===== src/rtl/seg7_pkg.sv =====
// Shared types and segment codes for the 3-digit counter display.
// Segment bytes are {dp,g,f,e,d,c,b,a}, active-high.
package seg7_pkg;

    localparam int NUM_DIGITS = 3;

    typedef logic [3:0] bcd_t;
    typedef logic [1:0] digit_sel_t;

    localparam logic [7:0] SEG_0     = 8'h3F;
    localparam logic [7:0] SEG_1     = 8'h06;
    localparam logic [7:0] SEG_2     = 8'h5B;
    localparam logic [7:0] SEG_3     = 8'h4F;
    localparam logic [7:0] SEG_4     = 8'h66;
    localparam logic [7:0] SEG_5     = 8'h6D;
    localparam logic [7:0] SEG_6     = 8'h7D;
    localparam logic [7:0] SEG_7     = 8'h07;
    localparam logic [7:0] SEG_8     = 8'h7F;
    localparam logic [7:0] SEG_9     = 8'h6F;
    localparam logic [7:0] SEG_BLANK = 8'h00;

endpackage


===== src/rtl/segment7_counter_if.sv =====
// Display-side bundle: direction control in, digit enables and segments out.
// The counter uses the slave view, whoever drives REVERSE uses master.
interface segment7_counter_if;

    logic       REVERSE;
    logic       D1;
    logic       D2;
    logic       D3;
    logic [7:0] DOUT;

    modport master (
        output REVERSE,
        input  D1,
        input  D2,
        input  D3,
        input  DOUT
    );

    modport slave (
        input  REVERSE,
        output D1,
        output D2,
        output D3,
        output DOUT
    );

endinterface


===== src/rtl/bcd_to_seg7.sv =====
// Combinational BCD to 7-segment decoder.
// Codes 10..15 never occur in the counter and decode to blank.
module bcd_to_seg7
    import seg7_pkg::*;
(
    input  bcd_t       bcd,
    output logic [7:0] seg
);

    // Segment lookup for one decimal digit.
    always_comb begin
        seg = SEG_BLANK;
        case (bcd)
            4'd0:    seg = SEG_0;
            4'd1:    seg = SEG_1;
            4'd2:    seg = SEG_2;
            4'd3:    seg = SEG_3;
            4'd4:    seg = SEG_4;
            4'd5:    seg = SEG_5;
            4'd6:    seg = SEG_6;
            4'd7:    seg = SEG_7;
            4'd8:    seg = SEG_8;
            4'd9:    seg = SEG_9;
            default: seg = SEG_BLANK;
        endcase
    end

endmodule


===== src/rtl/segment7_counter.sv =====
// Free-running 000..999 BCD up/down counter on a multiplexed 3-digit display.
// Outputs are registered, so they show the state from one cycle earlier.
module segment7_counter
    import seg7_pkg::*;
#(
    parameter int TICK_DIV = 40_000_000,
    parameter int SCAN_DIV = 40_000
) (
    input  logic               CLK,
    input  logic               RESET,
    segment7_counter_if.slave  disp
);

    localparam int TW = $clog2(TICK_DIV);
    localparam int SW = $clog2(SCAN_DIV);

    logic [TW-1:0] tick_cnt;
    logic [SW-1:0] scan_cnt;
    logic          tick;
    logic          scan;

    bcd_t       ones;
    bcd_t       tens;
    bcd_t       hunds;
    bcd_t       ones_nx;
    bcd_t       tens_nx;
    bcd_t       hunds_nx;
    digit_sel_t sel;
    bcd_t       cur_digit;
    logic [7:0] seg_code;
    logic [2:0] en_q;
    logic [7:0] dout_q;

    assign tick = (tick_cnt == TW'(TICK_DIV - 1));
    assign scan = (scan_cnt == SW'(SCAN_DIV - 1));

    // Both prescalers wrap at their terminal count.
    always_ff @(posedge CLK) begin
        if (RESET) begin
            tick_cnt <= '0;
            scan_cnt <= '0;
        end else begin
            tick_cnt <= tick ? '0 : tick_cnt + TW'(1);
            scan_cnt <= scan ? '0 : scan_cnt + SW'(1);
        end
    end

    // Next BCD value: ripple carry on count-up, ripple borrow on count-down.
    always_comb begin
        ones_nx  = ones;
        tens_nx  = tens;
        hunds_nx = hunds;
        if (!disp.REVERSE) begin
            ones_nx = (ones == 4'd9) ? 4'd0 : ones + 4'd1;
            if (ones == 4'd9) begin
                tens_nx = (tens == 4'd9) ? 4'd0 : tens + 4'd1;
                if (tens == 4'd9)
                    hunds_nx = (hunds == 4'd9) ? 4'd0 : hunds + 4'd1;
            end
        end else begin
            ones_nx = (ones == 4'd0) ? 4'd9 : ones - 4'd1;
            if (ones == 4'd0) begin
                tens_nx = (tens == 4'd0) ? 4'd9 : tens - 4'd1;
                if (tens == 4'd0)
                    hunds_nx = (hunds == 4'd0) ? 4'd9 : hunds - 4'd1;
            end
        end
    end

    // Count state only moves on a tick, so REVERSE matters only then.
    always_ff @(posedge CLK) begin
        if (RESET) begin
            ones  <= '0;
            tens  <= '0;
            hunds <= '0;
        end else if (tick) begin
            ones  <= ones_nx;
            tens  <= tens_nx;
            hunds <= hunds_nx;
        end
    end

    // Scan index cycles ones -> tens -> hundreds.
    always_ff @(posedge CLK) begin
        if (RESET)
            sel <= '0;
        else if (scan)
            sel <= (sel == digit_sel_t'(NUM_DIGITS - 1)) ? '0 : sel + 2'd1;
    end

    // Pick the digit being scanned.
    always_comb begin
        cur_digit = hunds;
        case (sel)
            2'd0:    cur_digit = ones;
            2'd1:    cur_digit = tens;
            default: cur_digit = hunds;
        endcase
    end

    bcd_to_seg7 u_dec (
        .bcd (cur_digit),
        .seg (seg_code)
    );

    // Register enables and segments together so they never disagree.
    always_ff @(posedge CLK) begin
        if (RESET) begin
            en_q   <= 3'b001;
            dout_q <= SEG_0;
        end else begin
            en_q   <= 3'b001 << sel;
            dout_q <= seg_code;
        end
    end

    assign disp.D1   = en_q[0];
    assign disp.D2   = en_q[1];
    assign disp.D3   = en_q[2];
    assign disp.DOUT = dout_q;

endmodule


===== src/flat_wrapper.sv =====
// flat-port wrapper written by rule: the top's interface ports become plain ports
module segment7_counter_flat import seg7_pkg::*;
#(
    parameter int TICK_DIV = 40_000_000,
    parameter int SCAN_DIV = 40_000
)
  (CLK, RESET, disp_REVERSE, disp_D1, disp_D2, disp_D3, disp_DOUT);
  segment7_counter_if disp_i ();
  input  logic CLK;
  input  logic RESET;
  input wire logic [$bits(disp_i.REVERSE)-1:0] disp_REVERSE;
  output wire logic [$bits(disp_i.D1)-1:0] disp_D1;
  output wire logic [$bits(disp_i.D2)-1:0] disp_D2;
  output wire logic [$bits(disp_i.D3)-1:0] disp_D3;
  output wire logic [$bits(disp_i.DOUT)-1:0] disp_DOUT;
  assign disp_i.REVERSE = disp_REVERSE;
  assign disp_D1 = disp_i.D1;
  assign disp_D2 = disp_i.D2;
  assign disp_D3 = disp_i.D3;
  assign disp_DOUT = disp_i.DOUT;
  segment7_counter #(.TICK_DIV(TICK_DIV), .SCAN_DIV(SCAN_DIV)) u_core (.CLK(CLK), .RESET(RESET), .disp(disp_i));
endmodule

===== config.mk =====
export PLATFORM = sky130hd
export DESIGN_NAME = segment7_counter_flat
export DESIGN_NICKNAME = d
export VERILOG_FILES = /design/src/rtl/seg7_pkg.sv /design/src/rtl/segment7_counter_if.sv /design/src/rtl/bcd_to_seg7.sv /design/src/rtl/segment7_counter.sv /design/src/flat_wrapper.sv
export SDC_FILE = /design/constraint.sdc
export NUM_CORES = 1
export LEC_CHECK = 0
export ABC_AREA = 1
export CAP_MARGIN = 15
export CELL_PAD_IN_SITES_DETAIL_PLACEMENT = 1
export CELL_PAD_IN_SITES_GLOBAL_PLACEMENT = 2
export CORE_ASPECT_RATIO = 0.5
export CORE_UTILIZATION = 35
export DETAILED_ROUTE_END_ITERATION = 6
export DONT_BUFFER_PORTS = 1
export PLACE_DENSITY_LB_ADDON = 0.1
export SLEW_MARGIN = 20
export SYNTH_ARGS = -nofsm -noshare
export SYNTH_HDL_FRONTEND = slang
export SYNTH_HIERARCHICAL = 1
export SYNTH_SLANG_ARGS = --single-unit
export TNS_END_PERCENT = 5

===== constraint.sdc =====
create_clock -name CLK -period 5.8 [get_ports CLK]
set_clock_uncertainty 0.15 [all_clocks]
set_input_delay 1.16 -clock CLK [delete_from_list [all_inputs] [get_ports CLK]]
set_output_delay 1.16 -clock CLK [all_outputs]
set_load 0.01 [all_outputs]

# Word level (Yosys, flattened, before mapping)
# Memories as Yosys holds them, arrays and structs flattened. A register that Yosys moved wholly into a read port is not among the register bits.
# Cells that the tools add are included.
[totals]
ff_bits = 67
romBits = 112
in_bits = 3
mem_count = 1
[op_classes]
addsub = 9
n_eq_ne = 9
shift = 1
n_mux = 17
n_reduce_logical = 10
[memory_table]
columns = ["name", "depth", "width", "rd", "rd_ports_with_merged_regs", "wr", "line_no", "text"]
rows = [
  ["(no name shown)", 16, 7, 1, 1, 0, "bcd_to_seg7.sv:13", "case (bcd)"],
]
[op_table]
columns = ["op", "count"]
rows = [
  ["2-to-1 mux 4 bit", 15],
  ["adder 26 x 1 -> 26 bit (second input constant)", 1],
  ["== test 26 bit (second input constant)", 1],
  ["adder 16 x 1 -> 16 bit (second input constant)", 1],
  ["== test 16 bit (second input constant)", 1],
  ["adder 4 x 1 -> 4 bit (second input constant)", 3],
  ["== test 4 bit (second input constant)", 3],
  ["zero test 4 bit", 3],
  ["subtractor 4 x 1 -> 4 bit (second input constant)", 3],
  ["case mux 4 bit (2 select lines)", 1],
  ["AND reduction 5 bit", 1],
  ["inequality test 2 x 1 -> 1 bit (second input constant)", 2],
  ["nonzero test 2 bit", 2],
  ["OR reduction 2 bit", 2],
  ["AND reduction 3 bit", 1],
  ["left shift 1 x 2 -> 3 bit (first input constant)", 1],
  ["adder 2 x 1 -> 2 bit (second input constant)", 1],
  ["== test 2 x 1 -> 1 bit (second input constant)", 1],
  ["== test 2 bit (second input constant)", 1],
  ["zero test 2 bit", 1],
  ["2-to-1 mux 2 bit", 1],
]

# Logic depth before layout (Yosys ltp)
[logic_depth]
ltp_word = 5
depth_mapped = 12
ltp_nobuf = 12

# By module
# Netlist, hierarchy kept.
[modules_own_cells]
columns = ["mod", "instances", "cells_each", "area_per_inst_um2"]
rows = [
  ["segment7_counter", 1, 532, 3607.2],
  ["bcd_to_seg7", 1, 44, 232.7],
]

# Worst setup path after synthesis
# Ideal clock, no wire load.
[synth_path]
path_type = "input to register"
start = "in disp_REVERSE"
end = "reg u_core.hunds[0]"
setup_ns = 0.132
t_arrival_ns = 1.883
slack_ns = 3.634
cell_stages = 7
n_path_buf = 0
cell_sequence = "clkinv_1 -> nand2_1 -> nand2_1 -> nor2_2 -> nand2_1 -> nand2_1 -> a21oi_1"
[synth_via]
elab_chain_cells = 2
word_cells_on_any_way = 6
cone_classes = "eq/ne (2); mux (1); reduce/logical (3)"
[synth_rtl]
columns = ["element", "line_no", "text"]
rows = [
  ["start, declared", "flat_wrapper.sv:11", "input wire logic [$bits(disp_i.REVERSE)-1:0] disp_REVERSE;"],
  ["inequality test 2 x 1 -> 1 bit (no line) / nonzero test 2 bit (equally long branches)", "--", ""],
  ["AND reduction 5 bit (no line)", "--", ""],
  ["end signal, assigned", "segment7_counter.sv:79", "hunds <= hunds_nx;"],
  ["end, declared", "segment7_counter.sv:24", "bcd_t hunds;"],
]
# Parallel ways exist; a longest one is shown, timed or not.
# A chain may end at the register's enable or synchronous reset.

# Final worst setup path
[layout_path]
start = "reg u_core.sel[1]"
end = "reg u_core.dout_q[3] (netlist: u_core/disp.DOUT[3])"
[layout_via]
elab_chain_cells = 2
word_cells_on_any_way = 3
cone_classes = "eq/ne (1); mux (1); reduce/logical (1)"
[layout_rtl]
columns = ["element", "line_no", "text"]
rows = [
  ["start, declared", "segment7_counter.sv:28", "digit_sel_t sel;"],
  ["start signal, assigned", "segment7_counter.sv:88", "sel <= (sel == digit_sel_t'(NUM_DIGITS - 1)) ? '0 : sel + 2'd1;"],
  ["== test 2 x 1 -> 1 bit / zero test 2 bit (equally long branches)", "segment7_counter.sv:94", "case (sel)"],
  ["case mux 4 bit (2 select lines) *", "segment7_counter.sv:94", ""],
  ["via u_core.cur_digit[1]", "segment7_counter.sv:29", "bcd_t cur_digit;"],
  ["end, declared", "segment7_counter.sv:32", "logic [7:0] dout_q;"],
]
# Mark *: on every way through the listed nets, which the timed path passes. The rest lies on a longest branch.

==> qor.txt <==
Most repeated library cell on the critical path = nand2_1
Die W = 150.1 um
Starting Density = 36.77%
CTS tree = yes
CP Buf/Inv Count = 2
Slew Limit Fails = 0
Routed Wire Length = 9816 um
Max cap viols = 0
Core area = 10440 um2
Htree depth = 3
Routability cong. = 0.8212
Port-buffer cells = 0
#FFs+latches synth = 67
TritonRoute pass-1 iters = 4
Avg WL per Cell = 13.56 um
Vias in the first global route = 3449
First-pass GRT wire length = 16620 um
Final HPWL DP = 7359 um
Clock Latency Late Sink = 330 ps
Initial antenna violation count = 0
Crit-path slowest cell = o221ai_1
M1 GR Usage = 24.32%
Crit-path cells = nor2_1, inv_1, o221ai_1, inv_1, ha_1, nand2_1, nand2_1, nand2_1, nand2_1, or2_2
CP top delay family = simple AND/OR/NAND/NOR gates
Register area = 1341 um2
Global route hottest layer = met2
Final core occ = 40.57%
Pwr Total = 993.7 uW
Synthesized area = 3840 um2
Antenna Nets Post-Route = 0
Period utilization = 40.34%
Worst EP required = 5870 ps
Post-synthesis cell type count = 35
Layout cells sized above 1 = 9.075%
1st-iter DRT viols = 121
HP Class = register to register
WHS = 308.7 ps
Drt drc = 0
Fmax = 427.4 MHz
Final setup fails = 0
Worst path max stage delay = 410 ps
Routed vias/inst = 4.761
Die height = 76.07 um
Mean Syn Cell Area = 6.667 um2
Post-CTS Resized = 0
CTS sink cnt = 67
Ant diodes = 0
Hold Violations, Final = 0
Leak = 1.639 nW
Syn Nets = 587
Worst-Margin Slew = 523.8 ps
Ports = 14
Number of synthesis warnings = 6
Fillers = 1361
GRT Util Overall = 18.38%
Vias = 3447
Min cycle time layout = 2340 ps
Area grow syn2layout = 10.33%
Status = finished clean
Grt met2 use = 29.68%
Multi-input logic area = 2176 um2
Total congestion overflow = 0
Critical path class = register to register
Clock buffer depth = 2
CTS Buf Count = 9
Clock Pin Slew Worst Setup and Hold Paths = 60 ps
Postcts setup bufs = 0
Number of nets in the layout = 590
Die area = 11420 um2
TNS Setup = 0 ps
RSZ-0062 raised after global routing = false
Power Density = 234.6 nW/um2
Max FO, Critical Path = 5
Clock root buffer master = clkbuf_16
GR Util met3 = 4.311%
Max-slew headroom = 64.81%
Startpoint types = register
Sequential area share after synthesis = 34.93%
Hold bufs inserted after CTS = 0
Worst VDD drop = 0.0001257 V
Gate Count Post-Synth = 576
# rows = 26
Largest net degree at the start of global routing = 25
Worst Setup End Kind = register
Critical path data arrival time = 2410 ps
## cell families after synthesis
family                   count (synthesis)  share of synthesized area (%)
AND/OR/NAND/NOR                        351                          42.62
buffers and inverters                   80                          8.406
flip-flops                              67                          34.93
AO/OA/AOI/OAI                           50                          7.006
XOR/XNOR                                19                          4.334
adder cells (fa/ha/maj)                  8                          2.607
other                                    1                        0.09766
## power by group
part           leakage (nW)  total, mW  internal, mW  switching [mW]
clock network         0.137      0.507         0.312           0.196
registers             0.541      0.468         0.464         0.00335
logic                 0.961     0.0184       0.00529          0.0132
total                  1.64      0.994         0.781           0.212
## synth_stat cells
master / instances / share of area, %
dfxtp_1: 67 / 35
nand2_2: 10 / 1.6
a31oi_1: 1 / 0.16
inv_1: 67 / 6.5
nor3_4: 1 / 0.42
or2_0: 1 / 0.16
nand4_1: 11 / 1.8
nand3_1: 44 / 5.7
clkbuf_1: 4 / 0.39
nor3_1: 14 / 1.8
o211ai_1: 1 / 0.20
inv_2: 3 / 0.29
a21oi_1: 24 / 3.1
nor3b_1: 4 / 0.78
nor2_2: 3 / 0.49
conb_1: 1 / 0.098
o21ai_1: 1 / 0.13
nor3_2: 3 / 0.78
nand3_4: 1 / 0.46
nand2_4: 1 / 0.29
ha_1: 8 / 2.6
or2_2: 7 / 1.1
nor2_4: 7 / 2.1
nand2_1: 153 / 15
o221ai_1: 4 / 0.91
nor2_8: 1 / 0.52
nor2_1: 87 / 8.5
nand3_2: 2 / 0.52
buf_4: 2 / 0.39
buf_6: 2 / 0.59
nor4_4: 1 / 0.55
o21ai_0: 19 / 2.5
xnor2_1: 6 / 1.4
clkinv_1: 2 / 0.20
xor2_1: 13 / 3.0
## through the flow
| stage | cell area (um2) | setup slack [ps] | std cells |
|---|---|---|---|
| after detailed placement | 3963 | 3397 | 708 |
| after global routing | 4237 | 3254 | 724 |
| after global placement | 3963 | 3421 | 708 |
| after CTS | 4237 | 3472 | 724 |
| final | 4237 | 3460 | 724 |
| after floorplan | 3840 | 3634 | 576 |
## worst register-to-register path: stages (launching register included)
cell and delay (ps):
dfxtp_1 350, nor2_1 170, inv_1 110, o221ai_1 410, inv_1 200, ha_1 310, nand2_1 100, nand2_1 70
nand2_1 50, nand2_1 40, or2_2 260
## registers in the layout, summed over array words and instances (netlist names)
name / count
u_core/scan_cnt: 16
u_core/disp.DOUT: 8
u_core/tick_cnt: 26
u_core/sel: 2
u_core/tens: 4
u_core/ones: 4
u_core/hunds: 4
u_core/en_q: 3
## cell type report
| type | count | share of cell area, % |
|---|---|---|
| clock inverter | 2 | 0.2363 |
| inverter | 72 | 6.379 |
| multi-input combinational | 429 | 51.36 |
| sequential | 67 | 31.66 |
| tap | 140 | 4.135 |
| clock buffer | 14 | 6.232 |
## layer usage
layer  up-vias  part of all wire (%)  wire [um]
li1       1828                     -          -
met1      1571                    52       5148
met2        38                    44       4335
met3        10                   2.5        244
met4         0                  0.90         88
met5         -                     0          0
## placed cells by master, fill, tap and decap left out, types with 10 or more instances in the layout
cell / netlist / final
nand2_2: 10 / 10
dfxtp_1: 67 / 67
inv_1: 67 / 67
a21oi_1: 24 / 24
nand3_1: 44 / 44
nor3_1: 14 / 14
nor2_1: 87 / 87
nand2_1: 153 / 153
xor2_1: 13 / 13
o21ai_0: 19 / 19
nand4_1: 11 / 11
## path summary, 6_finish.rpt
check	from	slack [ps]	cells after the start	to
worst max-delay path	u_core/sel[1]	3460	10	u_core/disp.DOUT[3]
worst min register to register	u_core/scan_cnt[0]	310	1	u_core/scan_cnt[0]
worst min-delay path	u_core/scan_cnt[0]	310	1	u_core/scan_cnt[0]
worst max register to register	u_core/sel[1]	3460	10	u_core/disp.DOUT[3]
No activity file was read; power rests on OpenSTA's default activity.
